### src/rtl/vga_timing_pkg.sv
// 640x480@60 Hz VGA timing defaults, coordinate type and sync decode helpers shared by the sync generator.
package vga_timing_pkg;

  localparam int COORD_W     = 10;
  localparam int FRAME_CNT_W = 8;

  typedef logic [COORD_W-1:0]     coord_t;
  typedef logic [FRAME_CNT_W-1:0] frame_cnt_t;

  localparam int DEF_H_DISPLAY = 640;
  localparam int DEF_H_FRONT   = 16;
  localparam int DEF_H_SYNC    = 96;
  localparam int DEF_H_BACK    = 48;
  localparam int DEF_V_DISPLAY = 480;
  localparam int DEF_V_FRONT   = 10;
  localparam int DEF_V_SYNC    = 2;
  localparam int DEF_V_BACK    = 33;
  localparam int DEF_CLK_DIV   = 2;

  localparam int DEF_H_TOTAL = DEF_H_DISPLAY + DEF_H_FRONT + DEF_H_SYNC + DEF_H_BACK;
  localparam int DEF_V_TOTAL = DEF_V_DISPLAY + DEF_V_FRONT + DEF_V_SYNC + DEF_V_BACK;

  // Registered per-pixel qualifiers; sync levels are active low.
  typedef struct packed {
    logic video_on;
    logic hsync;
    logic vsync;
  } sync_t;

  localparam sync_t SYNC_RST = '{video_on: 1'b0, hsync: 1'b1, vsync: 1'b1};

  function automatic logic in_window(coord_t c, int lo, int hi);
    return (int'(c) >= lo) && (int'(c) <= hi);
  endfunction

endpackage

### src/rtl/vga_sync_gen_if.sv
// Pixel-coordinate interface between the VGA sync generator (master) and its consumers (slave).
// frame_cnt is present only when VGA_FRAME_CNT_EN is defined.
interface vga_sync_gen_if;
  import vga_timing_pkg::*;

  logic   p_tick;
  coord_t x;
  coord_t y;
  logic   video_on;
  logic   hsync;
  logic   vsync;
  logic   frame_start;

`ifdef VGA_FRAME_CNT_EN
  frame_cnt_t frame_cnt;

  modport master (
    output p_tick, x, y, video_on, hsync, vsync, frame_start, frame_cnt
  );
  modport slave (
    input p_tick, x, y, video_on, hsync, vsync, frame_start, frame_cnt
  );
`else
  modport master (
    output p_tick, x, y, video_on, hsync, vsync, frame_start
  );
  modport slave (
    input p_tick, x, y, video_on, hsync, vsync, frame_start
  );
`endif

endinterface

### src/rtl/vga_sync_gen_tick.sv
// Pixel-rate enable: p_tick is high for one clk out of every CLK_DIV, registered so it is low in reset.
// Latency: first p_tick one clk after reset release; no backpressure (free-running).
module pixel_tick_gen #(
  parameter int CLK_DIV = 2
) (
  input  logic clk,
  input  logic reset,
  output logic p_tick
);

  localparam int DIV_W = (CLK_DIV > 1) ? $clog2(CLK_DIV) : 1;
  localparam logic [DIV_W-1:0] DIV_LAST = DIV_W'(CLK_DIV - 1);

  logic [DIV_W-1:0] div;
  logic [DIV_W-1:0] div_nxt;

  always_comb begin
    div_nxt = div + DIV_W'(1);
    if (div == DIV_LAST) begin
      div_nxt = '0;
    end
  end

  // p_tick tracks (div == DIV_LAST) but stays low during reset even when CLK_DIV is 1.
  always_ff @(posedge clk) begin
    if (reset) begin
      div    <= '0;
      p_tick <= 1'b0;
    end else begin
      div    <= div_nxt;
      p_tick <= (div_nxt == DIV_LAST);
    end
  end

endmodule

### src/rtl/vga_sync_gen.sv
// VGA timing generator: h/v pixel counters, registered sync/video_on decode and frame markers (frame_cnt with VGA_FRAME_CNT_EN).
// Latency: all qualifiers line up with x/y in the same clk; no backpressure (free-running).
module vga_sync_gen
  import vga_timing_pkg::*;
#(
  parameter int H_DISPLAY = DEF_H_DISPLAY,
  parameter int H_FRONT   = DEF_H_FRONT,
  parameter int H_SYNC    = DEF_H_SYNC,
  parameter int H_BACK    = DEF_H_BACK,
  parameter int V_DISPLAY = DEF_V_DISPLAY,
  parameter int V_FRONT   = DEF_V_FRONT,
  parameter int V_SYNC    = DEF_V_SYNC,
  parameter int V_BACK    = DEF_V_BACK,
  parameter int CLK_DIV   = DEF_CLK_DIV
) (
  input  logic           clk,
  input  logic           reset,
  vga_sync_gen_if.master vga
);

  // Both totals must stay below 2**COORD_W.
  localparam int H_TOTAL = H_DISPLAY + H_FRONT + H_SYNC + H_BACK;
  localparam int V_TOTAL = V_DISPLAY + V_FRONT + V_SYNC + V_BACK;

  localparam coord_t H_LAST = coord_t'(H_TOTAL - 1);
  localparam coord_t V_LAST = coord_t'(V_TOTAL - 1);

  localparam int HS_LO = H_DISPLAY + H_FRONT;
  localparam int HS_HI = HS_LO + H_SYNC - 1;
  localparam int VS_LO = V_DISPLAY + V_FRONT;
  localparam int VS_HI = VS_LO + V_SYNC - 1;

  logic   p_tick;
  coord_t h;
  coord_t v;
  coord_t h_nxt;
  coord_t v_nxt;
  logic   frame_wrap;
  sync_t  sync_q;
  sync_t  sync_nxt;

  pixel_tick_gen #(
    .CLK_DIV (CLK_DIV)
  ) u_tick (
    .clk    (clk),
    .reset  (reset),
    .p_tick (p_tick)
  );

  always_comb begin
    h_nxt      = h;
    v_nxt      = v;
    frame_wrap = 1'b0;
    if (p_tick) begin
      if (h == H_LAST) begin
        h_nxt = '0;
        if (v == V_LAST) begin
          v_nxt      = '0;
          frame_wrap = 1'b1;
        end else begin
          v_nxt = v + coord_t'(1);
        end
      end else begin
        h_nxt = h + coord_t'(1);
      end
    end
  end

  // Decoding the next-state counters lets the registered qualifiers land with the new x/y.
  always_comb begin
    sync_nxt          = SYNC_RST;
    sync_nxt.video_on = (int'(h_nxt) < H_DISPLAY) && (int'(v_nxt) < V_DISPLAY);
    sync_nxt.hsync    = !in_window(h_nxt, HS_LO, HS_HI);
    sync_nxt.vsync    = !in_window(v_nxt, VS_LO, VS_HI);
  end

  always_ff @(posedge clk) begin
    if (reset) begin
      h      <= '0;
      v      <= '0;
      sync_q <= SYNC_RST;
    end else begin
      h      <= h_nxt;
      v      <= v_nxt;
      sync_q <= sync_nxt;
    end
  end

  assign vga.p_tick      = p_tick;
  assign vga.x           = h;
  assign vga.y           = v;
  assign vga.video_on    = sync_q.video_on;
  assign vga.hsync       = sync_q.hsync;
  assign vga.vsync       = sync_q.vsync;
  assign vga.frame_start = p_tick && (h == '0) && (v == '0);

`ifdef VGA_FRAME_CNT_EN
  frame_cnt_t frame_cnt_q;

  always_ff @(posedge clk) begin
    if (reset) begin
      frame_cnt_q <= '0;
    end else if (frame_wrap) begin
      frame_cnt_q <= frame_cnt_q + frame_cnt_t'(1);
    end
  end

  assign vga.frame_cnt = frame_cnt_q;
`endif

endmodule
### src/flat_wrapper.sv
// flat-port wrapper written by rule: the top's interface ports become plain ports
module vga_sync_gen_flat import vga_timing_pkg::*;
#(
  parameter int H_DISPLAY = DEF_H_DISPLAY,
  parameter int H_FRONT   = DEF_H_FRONT,
  parameter int H_SYNC    = DEF_H_SYNC,
  parameter int H_BACK    = DEF_H_BACK,
  parameter int V_DISPLAY = DEF_V_DISPLAY,
  parameter int V_FRONT   = DEF_V_FRONT,
  parameter int V_SYNC    = DEF_V_SYNC,
  parameter int V_BACK    = DEF_V_BACK,
  parameter int CLK_DIV   = DEF_CLK_DIV
)
  (clk, reset, vga_p_tick, vga_x, vga_y, vga_video_on, vga_hsync, vga_vsync, vga_frame_start);
  vga_sync_gen_if vga_i ();
  input  logic clk;
  input  logic reset;
  output wire logic [$bits(vga_i.p_tick)-1:0] vga_p_tick;
  output wire logic [$bits(vga_i.x)-1:0] vga_x;
  output wire logic [$bits(vga_i.y)-1:0] vga_y;
  output wire logic [$bits(vga_i.video_on)-1:0] vga_video_on;
  output wire logic [$bits(vga_i.hsync)-1:0] vga_hsync;
  output wire logic [$bits(vga_i.vsync)-1:0] vga_vsync;
  output wire logic [$bits(vga_i.frame_start)-1:0] vga_frame_start;
  assign vga_p_tick = vga_i.p_tick;
  assign vga_x = vga_i.x;
  assign vga_y = vga_i.y;
  assign vga_video_on = vga_i.video_on;
  assign vga_hsync = vga_i.hsync;
  assign vga_vsync = vga_i.vsync;
  assign vga_frame_start = vga_i.frame_start;
  vga_sync_gen #(.H_DISPLAY(H_DISPLAY), .H_FRONT(H_FRONT), .H_SYNC(H_SYNC), .H_BACK(H_BACK), .V_DISPLAY(V_DISPLAY), .V_FRONT(V_FRONT), .V_SYNC(V_SYNC), .V_BACK(V_BACK), .CLK_DIV(CLK_DIV)) u_core (.clk(clk), .reset(reset), .vga(vga_i));
endmodule
### config.mk
export PLATFORM = sky130hd
export DESIGN_NAME = vga_sync_gen_flat
export DESIGN_NICKNAME = d
export VERILOG_FILES = /design/src/rtl/vga_timing_pkg.sv /design/src/rtl/vga_sync_gen_if.sv /design/src/rtl/vga_sync_gen_tick.sv /design/src/rtl/vga_sync_gen.sv /design/src/flat_wrapper.sv
export SDC_FILE = /design/constraint.sdc
export NUM_CORES = 1
export LEC_CHECK = 0
export CAP_MARGIN = 20
export CORE_UTILIZATION = 50
export DETAILED_ROUTE_END_ITERATION = 6
export PLACE_DENSITY = 0.74
export SLEW_MARGIN = 20
export SYNTH_ARGS = -nofsm -noshare
export SYNTH_HDL_FRONTEND = slang
export SYNTH_SLANG_ARGS = --single-unit
### constraint.sdc
create_clock -name clk -period 3.03 [get_ports clk]
set_input_delay 0.303 -clock clk [delete_from_list [all_inputs] [get_ports clk]]
set_output_delay 0.303 -clock clk [all_outputs]
set_load 0.02 [all_outputs]
## After elaboration in Yosys (flattened, before gate mapping)

Index checks and enable logic that the tools add are counted.

| storage, ports and cells | value |
|---|---|
| output and inout bits | 25 |
| word-level logic and storage cells | 32 |
| bits in registers | 24 |
| bits of input ports | 2 |

| operators by class | value |
|---|---|
| reduce and logical (&&, ||, !) cells | 10 |
| multiplexer cells | 5 |
| order comparisons | 6 |
| equal/unequal tests | 2 |
| add/subtract/negate cells | 3 |

Operators with widths:

| cell | number |
|---|---|
| 10-bit two-way mux | 5 |
| 10-bit by 1-bit adder with 10-bit output, second input constant | 2 |
| 10-bit equality test, second input constant | 2 |
| 10-bit zero test | 2 |
| 10-bit >= comparator, second input constant | 1 |
| 10-bit by 9-bit >= comparator with 1-bit output, second input constant | 1 |
| 10-bit <= comparator, second input constant | 1 |
| 10-bit by 9-bit <= comparator with 1-bit output, second input constant | 1 |
| 10-bit less-than comparator, second input constant | 1 |
| 10-bit by 9-bit less-than comparator with 1-bit output, second input constant | 1 |
| 1-bit logical AND | 5 |
| 1-bit zero test | 2 |
| 2-bit OR reduction | 1 |
| 1-bit adder, second input constant | 1 |

## Longest topological paths before layout

Gate-level depths: netlist of run 1.

| depth | value |
|---|---|
| word-level depth | 7 |
| gate-level depth with buffers | 8 |
| depth with buffers taken out | 7 |

## Modules after synthesis

From an unflattened synthesis of run 1, not the netlist that was laid out.

| second synthesis, totals | value |
|---|---|
| cell total of the unflattened synthesis | 163 |
| area total of the unflattened synthesis | 1325.0 um^2 |

Modules (own cells, without submodules):

| module | area each (um^2) | seq. area each (um^2) | instances | cells each |
|---|---|---|---|---|
| vga_sync_gen | 1301.2 | 460.4 | 1 | 161 |
| pixel_tick_gen | 23.8 | 20.0 | 1 | 2 |

## Least setup slack after synthesis of run 1

Ideal clock, no wire load.

| timing | value |
|---|---|
| path type | reg2reg |
| start point | register u_core.u_tick.div (netlist name) |
| end point | register u_core.sync_q (netlist bit u_core.vga.vsync) |
| data arrival time | 2.311 ns |
| setup time | 0.133 ns |
| buffers on the path | 2 |
| data required time | 2.897 ns |
| period minus slack after synthesis | 2.443 ns |
| setup slack | 0.587 ns |
| cell stages (with the launch flop) | 8 |
| cells stage by stage | dfxtp_1 -> buf_2 -> or4b_4 -> or3_1 -> buf_6 -> or3_4 -> a211oi_2 -> nand4b_1 |

RTL lines:

| item | line | RTL |
|---|---|---|
| to (signal assigned) | vga_sync_gen.sv:85 | `sync_q <= sync_nxt;` |
| to (decl) | vga_sync_gen.sv:39 | `sync_t sync_q;` |

## Worst setup path after layout of run 1

| timing | value |
|---|---|
| start point | register u_core.h[5] (netlist: u_core.vga.x[5]) |
| end point | output vga_frame_start |

| between the ends | value |
|---|---|
| word-level cells in the longest chain between the ends | 3 |

RTL lines:

| item | line | RTL |
|---|---|---|
| from (decl) | vga_sync_gen.sv:34 | `coord_t h;` |
| from (signal assigned) | vga_sync_gen.sv:83 | `h <= h_nxt;` |
| 10-bit zero test | vga_sync_gen.sv:95 | `assign vga.frame_start = p_tick && (h == '0) && (v == '0);` |
| 1-bit logical AND (2 in a row) | vga_sync_gen.sv:95 |  |
| to (decl) | flat_wrapper.sv:24 | `output wire logic [$bits(vga_i.frame_start)-1:0] vga_frame_start;` |

Every way passes these cells.

==> results of run 1 <==
[worst max-delay path, stage by stage (launching register included)]
cell             delay, ns
dfxtp_1               0.47
or4b_4                0.59
or4_1                 0.42
nor3_1                0.15
clkdlybuf4s50_1       0.63
[state kept, by name, summed over array words and instances (netlist names)]
| signal | cells |
|---|---|
| u_core.vga.x | 10 |
| u_core.vga.video_on | 1 |
| u_core.vga.hsync | 1 |
| u_core.vga.vsync | 1 |
| u_core.vga.y | 10 |
| u_core.u_tick.div | 1 |
[through the flow]
stage | hold slack, ns | power [W] | util | setup slack [ns]
floorplan | 0.4735 | 0.0003518 | - | 0.5866
global placement | 0.5166 | 0.0003679 | 0.6276 | 0.5594
detailed placement | 0.5323 | 0.0003687 | 0.6276 | 0.5406
CTS | 0.5546 | 0.0006075 | 0.6463 | 0.1612
global route | 0.6222 | 0.0006233 | 0.6463 | 0.02836
finish | 0.5578 | 0.0006027 | 0.6463 | 0.1563
[final cells by class]
cell class                      count  share of cell area
Tap cell                           31             0.02139
Clock buffer                        3             0.01242
Timing Repair Buffer               30              0.1601
Sequential cell                    24              0.2650
Multi-Input combinational cell    151              0.5100
Inverter                            7             0.01449
Clock inverter                      1             0.01656
[report_power, final]
group / total [W] / switching [W] / internal [W]
registers: 0.000323 / 0.00000369 / 0.000319
logic: 0.0000390 / 0.0000211 / 0.0000179
clock network: 0.000241 / 0.000107 / 0.000134
[cells in the final DEF, fill, tap and decap left out, types with 4 or more instances in the layout]
cell type and instances:
buf_4 4, o21ai_0 11, nand3b_1 4, a21oi_1 17
nand2_1 15, ha_1 4, nor3_1 7, nand3_1 10
and3_1 5, a31oi_1 4, nand4_1 6, xnor2_1 4
dfxtp_1 24, or3_1 5, nor2_1 19, clkdlybuf4s50_1 26
xor2_1 4, inv_1 7
[routing by layer]
| metal | GRT usage | vias to the layer above | wire, um |
|---|---|---|---|
| met1 | 0.3915 | 714 | 1903 |
| li1 | - | 762 | - |
| met3 | 0.02535 | 2 | 241 |
| met4 | 0.06272 | 0 | 17 |
| met2 | 0.3776 | 47 | 1656 |
| met5 | 0 | - | 0 |
[logic make-up (layout without fill, tap and decap cells)]
family / count (synthesis) / after routing / synth area share
DFF: 24 / 24 / 0.3192
buffers and inverters: 22 / 41 / 0.06650
xor gates and xnor gates: 8 / 8 / 0.04655
AOI/OAI and AO/OA: 48 / 48 / 0.1987
and+or+nand+nor: 91 / 91 / 0.3358
adders and majority gates: 4 / 4 / 0.03325
[worst paths after layout]
| path | start | to | slack (ns) |
|---|---|---|---|
| max | u_core.vga.x[5] | vga_frame_start | 0.16 |
| min | u_core.vga.x[0] | u_core.vga.x[0] | 0.56 |
| max reg2reg | u_core.vga.x[5] | u_core.vga.vsync | 0.57 |
| min reg2reg | u_core.vga.x[0] | u_core.vga.x[0] | 0.56 |
==> metrics.md, run 1 <==
| Metric | Value |
|---|---|
| Outcome | finished, violations left |
| Failing checks | design-rule violations |
| CTS max path bufs | 2 |
| Max cap viols | 0 |
| Wirelength per Cell | 15.46 um |
| Number of setup buffers added after CTS | 0 |
| Post-layout nets | 223 |
| Netlist Area Pre-Place | 1505 um^2 |
| Synth Register Bits | 24 |
| Die Wd | 56.87 um |
| DP Area | 1760 um^2 |
| PD cells | 332.5 nW/um^2 |
| Clk sinks | 24 |
| Crit share post-route | 0.9484 |
| Core ar. | 2805 um^2 |
| Seq/Total Area, Yosys | 0.3192 |
| First-pass GRT wire length | 6561 um |
| CTS tree | yes |
| Post-cts resize count | 0 |
| Worst Skew | 0.008548 ns |
| Drt drc | 4 |
| Area Growth Syn to Fin | 20.45% |
| Placed cell count | 243 |
| Hold Path Class | reg2reg |
| Final hold violation count | 0 |
| FMAX | 348.0 MHz |
| R2R depth | 6 |
| Final Wtd Congestion | 0.9393 |
| Die Area | 3234 um^2 |
| DRT Pass-1 Iters | 6 |
| TNS Setup | 0 ns |
| Number of CTS-inserted buffers | 3 |
| Seq. cell area | 480.5 um^2 |
| Synth warn | 0 |
| HPWL Detailed | 2692 um |
| Iter 0 DRT Violations | 91 |
| Max-slew headroom | 0.6426 |
| Worst Tran Pin Value | 0.5311 ns |
| Post-synthesis net count | 203 |
| Most common cell in the synthesized netlist | dfxtp_1 |
| Initial Util | 0.5366 |
| Root Driver | clkbuf_4 |
| WP data required | 2.73 ns |
| Post-route ant nets | 0 |
| Share of cells above drive strength 1 | 0.06019 |
| Syn_area_per_cell | 7.641 um^2 |
| Leak | 0.5980 nW |
| Area of the multi-input gates | 924.6 um^2 |
| Synth top cells by count | 24 x dfxtp_1, 19 x nor2_1, 17 x a21oi_1 |
| Clock-pin slew on the worst setup and hold paths | 0.14 ns |
| Vias | 1525 |
| Post-synthesis cell type count | 43 |
| Fin area | 1813 um^2 |
| FP Rows | 19 |
| Synth top area share | 0.3192 |
| Crit path DAT | 2.57 ns |
| Via density | 6.174 |
| Non-filler cells, final | 247 |
| Die Y | 56.87 um |
| Hold depth | 2 |
| Grt total ovfl | 0 |
| Number of hold buffers added after CTS | 0 |
| Synth top area cells | dfxtp_1 32%, a21oi_1 5.7%, nor2_1 4.7% |
| WL final | 3819 um |
| Cells after Synth | 197 |
| Critical Path Start Type | flop |
| CTS H-tree lvls | 1 |
| Buffers on Ports | 26 |
| Setup crit end kind | primary output |
| Vias in the first global route | 1394 |
| Total inserted antenna cells | 0 |
| Critical Path Fanout Max | 14 |
| Max IR drop VDD | 281.8 uV |
| Largest net degree at the start of global routing | 15 |
| Final setup vio count | 0 |
| Fin. max-slew vios | 0 |
| Area leader, netlist | dfxtp_1 |
| # IOs | 27 |
| Clock Latency Late Sink | 0.32 ns |
| Number of synthesized flops with an enable pin | 0 |
| Ys flop type | dfxtp_1 |
| RSZ-0062 raised after global routing | false |
| WS Path Type | reg2out |
| Number of antenna violations at the first check in global routing | 0 |
| Final Critical Period | 2.874 ns |
| Gr usage total | 0.2546 |
| Fill cells | 275 |
| FFs w/ async S/R, synth | 0 |
Note: power is estimated with default switching activity, not from simulation.
==> run 2: changes to the inputs <==
Settings changed: CELL_PAD_IN_SITES_DETAIL_PLACEMENT from default to 1, CELL_PAD_IN_SITES_GLOBAL_PLACEMENT from default to 1, CORE_UTILIZATION 50 to 38, HOLD_SLACK_MARGIN from default to 0.08, PLACE_DENSITY 0.74 to 0.76.
==> metrics.md, run 2 (synthesis results as in run 1) <==
| Metric | Value |
|---|---|
| Outcome | complete, no violations |
| # IOs | 27 |
| Max cap viols | 0 |
| Worst Tran Pin Value | 0.5153 ns |
| Die Wd | 64.94 um |
| Slowest CP cell | clkdlybuf4s50_1 |
| Number of hold buffers added after CTS | 0 |
| Die Y | 64.94 um |
| Final Critical Period | 2.777 ns |
| Clock Latency Late Sink | 0.27 ns |
| Hold slack | 0.5629 ns |
| Critical Path Start Type | flop |
| Non-filler cells, final | 266 |
| WP data required | 2.73 ns |
| Most common cell after layout, fill and taps aside | clkdlybuf4s50_1 |
| P_sw | 0.0001379 W |
| HPWL Detailed | 3358 um |
| Core ar. | 3716 um^2 |
| Number of CTS-inserted buffers | 3 |
| Clock-pin slew on the worst setup and hold paths | 0.09 ns |
| Leak | 0.6167 nW |
| FP Rows | 22 |
| Crit share post-route | 0.9166 |
| Largest net degree at the start of global routing | 15 |
| Final setup margin | 0.2526 ns |
| Gr usage total | 0.2269 |
| Max incr delay on CP | 0.63 ns |
| WS Path Type | reg2out |
| Fin area | 1868 um^2 |
| Die Area | 4217 um^2 |
| First-pass GRT wire length | 7341 um |
| Drt drc | 0 |
| FMAX | 360.0 MHz |
| Placed cell count | 262 |
| Setup crit end kind | primary output |
| Via density | 5.838 |
| Net Sw Frac | 0.2118 |
| Grt total ovfl | 0 |
| PD cells | 348.6 nW/um^2 |
| Clk sinks | 24 |
| CTS max path bufs | 2 |
| Final setup vio count | 0 |
| Critical Path Fanout Max | 10 |
| Max-slew headroom | 0.6533 |
| Final Wtd Congestion | 0.9074 |
| Vias | 1553 |
| Vias in the first global route | 1518 |
| Post-layout nets | 225 |
| CTS tree | yes |
| Comb pwr share | 0.062 |
| DP Area | 1797 um^2 |
| Final hold violation count | 0 |
| Total inserted antenna cells | 0 |
| Initial Util | 0.4051 |
| Number of antenna violations at the first check in global routing | 0 |
| P_int | 0.0005132 W |
| RSZ-0062 raised after global routing | false |
| Number of setup buffers added after CTS | 0 |
| Highest-count cells in the layout ignoring fill and taps | 26 x clkdlybuf4s50_1, 24 x dfxtp_1, 19 x nor2_1 |
| Root Driver | clkbuf_8 |
| Critical path cell sequence | or4b_4 -> or4_1 -> nor3_1 -> clkdlybuf4s50_1 |
| Reg power frac | 0.495 |
| Crit path DAT | 2.47 ns |
| Fill cells | 469 |
| TNS Setup | 0 ns |
| Hold Path Class | reg2reg |
| Fin. max-slew vios | 0 |
| Wirelength per Cell | 17.19 um |
| Max IR drop VDD | 182.9 uV |
| Post-cts resize count | 0 |
| Post-route ant nets | 0 |
| DRT Pass-1 Iters | 4 |
| Worst Skew | 0.007804 ns |
| WL final | 4573 um |
| Iter 0 DRT Violations | 89 |
| Clock power frac | 0.444 |
| Buffers on Ports | 26 |
| CTS H-tree lvls | 1 |
| Place WS | 0.5457 ns |
| Area Growth Syn to Fin | 24.11% |
| Share of cells above drive strength 1 | 0.06881 |
-- run 2: changes by cell type in the layout (fill, tap and decap cells not counted), sizes merged --
cell / change
buf: +2
-- run 2: layout make-up --
| type | count | area, um^2 | area share |
|---|---|---|---|
| clock buffer | 3 | 41.29 | 0.02210 |
| clock inverter | 1 | 30.03 | 0.01608 |
| inverter | 7 | 26.28 | 0.01407 |
| multi-input combinational | 151 | 924.6 | 0.4950 |
| sequential | 24 | 480.5 | 0.2572 |
| tap | 48 | 60.06 | 0.03215 |
| timing repair buffer | 32 | 305.3 | 0.1634 |
-- run 2: worst paths after layout --
check                           depth (start not counted)             from               end  slack (ns)
worst max-delay path                                    4  u_core.vga.x[7]   vga_frame_start        0.25
worst min-delay path                                    2  u_core.vga.x[1]   u_core.vga.x[1]        0.56
worst max register to register                          6  u_core.vga.x[7]  u_core.vga.vsync        0.54
worst min register to register                          2  u_core.vga.x[1]   u_core.vga.x[1]        0.56
-- run 2: metrics by stage --
stage	total power, W	util
after floorplan	0.0003518	-
after global placement	0.0003692	0.4835
after detailed placement	0.0003700	0.4835
after CTS	0.0006559	0.5027
after global routing	0.0006697	0.5027
final	0.0006511	0.5027
-- run 2: power by group through the flow --
stage	Sequential [W]	Combinational (W)	Clock [W]
5_1_grt	0.000323	0.0000434	0.000304
4_1_cts	0.000322	0.0000405	0.000293
2_1_floorplan	0.000333	0.0000183	0
6_report	0.000322	0.0000401	0.000289
3_3_place_gp	0.000329	0.0000401	0
3_5_place_dp	0.000329	0.0000405	0
-- run 2: critical path, delay by kind of cell, from the launching register on --
kind | cells | cell delay [ns]
DFF | 1 | 0.40
buffers and inverters | 1 | 0.63
and+or+nand+nor | 3 | 1.17
-- run 2: routing by layer --
| metal | routed length, um | part of all wire | track usage | vias up |
|---|---|---|---|---|
| li1 | - | - | - | 763 |
| met1 | 2141 | 0.47 | 0.2752 | 756 |
| met2 | 2267 | 0.50 | 0.3984 | 28 |
| met3 | 92 | 0.020 | 0.03345 | 6 |
| met4 | 70 | 0.015 | 0.08611 | 0 |
| met5 | 0 | 0 | 0 | - |
==> variant: new RTL, settings of run 1 <==
Set the package constant `COORD_W` to 5 (it was 10).
--- a/src/rtl/vga_timing_pkg.sv
+++ b/src/rtl/vga_timing_pkg.sv
@@ -3,3 +3,3 @@
 
-  localparam int COORD_W     = 10;
+  localparam int COORD_W     = 5;
   localparam int FRAME_CNT_W = 8;
Interface: changed (resized vga_x and vga_y); port bits go from 27 to 17. The function was not compared with the original's and may differ.
==> variant against run 1 <==
Clock power fell by 62%; design area fell by 58%; routed wire length fell by 71%; core utilization rose by 3.4 points; synthesized cell count fell by 65%; sequential cell count fell by 12; via count fell by 66%; total power fell by 52%; setup slack improved by 0.61 ns; synthesized area fell by 60%.
==> variant: results (changes against run 1) <==
The run gives 1800 um (was 6561 um) as the first-pass GRT wire length. The run finished with clean final reports. The beginning of the worst register-to-register path is u_core.vga.x[1] (was u_core.vga.x[5]). The post-detailed-placement half-perimeter wirelength was 826 um (was 2692 um). The logs give 0.4034 (was 0.3192) for the share of the yosys chip area belonging to registers and 93 (was 243) for the total placed cells including tap cells. The fraction of layout cells with a size suffix above 1 works out to 0.07317 (was 0.06019).

For the placer's final routability congestion estimate, the log shows 0.6991 (was 0.9393). The family with the most delay on the worst path is buffers and inverters (was simple AND/OR/NAND/NOR gates). The run gives 91 (was 223) as the final-stage net count. Maximum ir drop on the vdd rail: 0.3203 mV (was 0.2818 mV). The run gives 16 (was 15) as the largest net degree at the start of global routing. Synth cell count leaders: dfxtp_1 (12), a21oi_1 (6), inv_1 (6) (was dfxtp_1 (24), nor2_1 (19), a21oi_1 (17), nand2_1 (15)). Synthesized-area fraction occupied by adder cells: 0.1050 (was 0.03325). The static leakage was 0.2839 nW (was 0.5980 nW); the total global routing track utilization was 0.1938 (was 0.2546).

The average instance area after synthesis was 8.758 um^2 (was 7.641 um^2); the first-pass detailed-route iteration total was 4 (was 6). For the count of unique library cells instantiated by Yosys, the log shows 28 (was 43). The tools report the worst clock skew as 0.003543 ns (was 0.008548 ns).

The tools report the critical path data arrival time as 1.97 ns (was 2.57 ns). The tools report the reg-to-reg endpoint as u_core.vga.y[2] (was u_core.vga.vsync). The final wirelength was 1109 um (was 3819 um).

Worst slew margin relative to its limit: 0.6601 (was 0.6426). Synth top area cells: dfxtp_1 (40%), ha_1 (11%), a21oi_1 (5.0%) (was dfxtp_1 (32%), a21oi_1 (5.7%), nor2_1 (4.7%)). The internal cell power was 0.2217 mW (was 0.4709 mW). The maximum net fanout on the critical path is 15 (was 14). The tools report the power consumed by the clock network as 0.0913 mW (was 0.241 mW).

The final hold slack was 0.5102 ns (was 0.5578 ns). The first element of the critical path is u_core.u_tick.div (was u_core.vga.x[5]). For the via count of the first global-routing pass, the log shows 417 (was 1394). The later-pin clock latency in the skew report is 0.26 ns (was 0.32 ns), and the total power divided by cell area is 383.7 nW/um^2 (was 332.5 nW/um^2). The internal reg-to-reg setup slack came out at 1.10 ns (was 0.57 ns). The xor/xnor share of the synthesized area was 0.02941 (was 0.04655). The quantity of I/O buffers inserted on ports came out at 14 (was 26).

The tools report the worst hold endpoint as u_core.vga.y[4] (was u_core.vga.x[0]). The average via count per standard cell is 5.333 (was 6.174).
[variant: cell count changes after synthesis, moves of 4 or more]
cell	change
nor2_1	-14
dfxtp_1	-12
nand2_1	-12
a21oi_1	-11
clkbuf_1	-10
o21ai_0	-8
nor3_1	-7
nand3_1	-5
a31oi_1	-4
and3_1	-4
nand4_1	-4
or3_1	-4
[variant: cell type report]
class	instances	area [um^2]	area share
Timing Repair Buffer	14	140.1	0.1854
Inverter	6	22.52	0.02980
Multi-Input combinational cell	47	312.8	0.4139
Clock buffer	3	22.52	0.02980
Tap cell	14	17.52	0.02318
Sequential cell	12	240.2	0.3179
[variant: worst reg2reg max path, stage by stage (launching register included)]
cell and delay [ns]:
dfxtp_1 0.43, ha_1 0.22, and3_1 0.17, ha_1 0.28, inv_1 0.12, o31ai_1 0.49, nor2_1 0.09
[variant: routing by layer]
metal  track usage  up-vias  routed length [um]
li1              -      259                   -
met1        0.2099      235                 494
met2        0.3304       16                 535
met3       0.09375        2                  74
met4       0.05556        0                   4
met5             0        -                   0
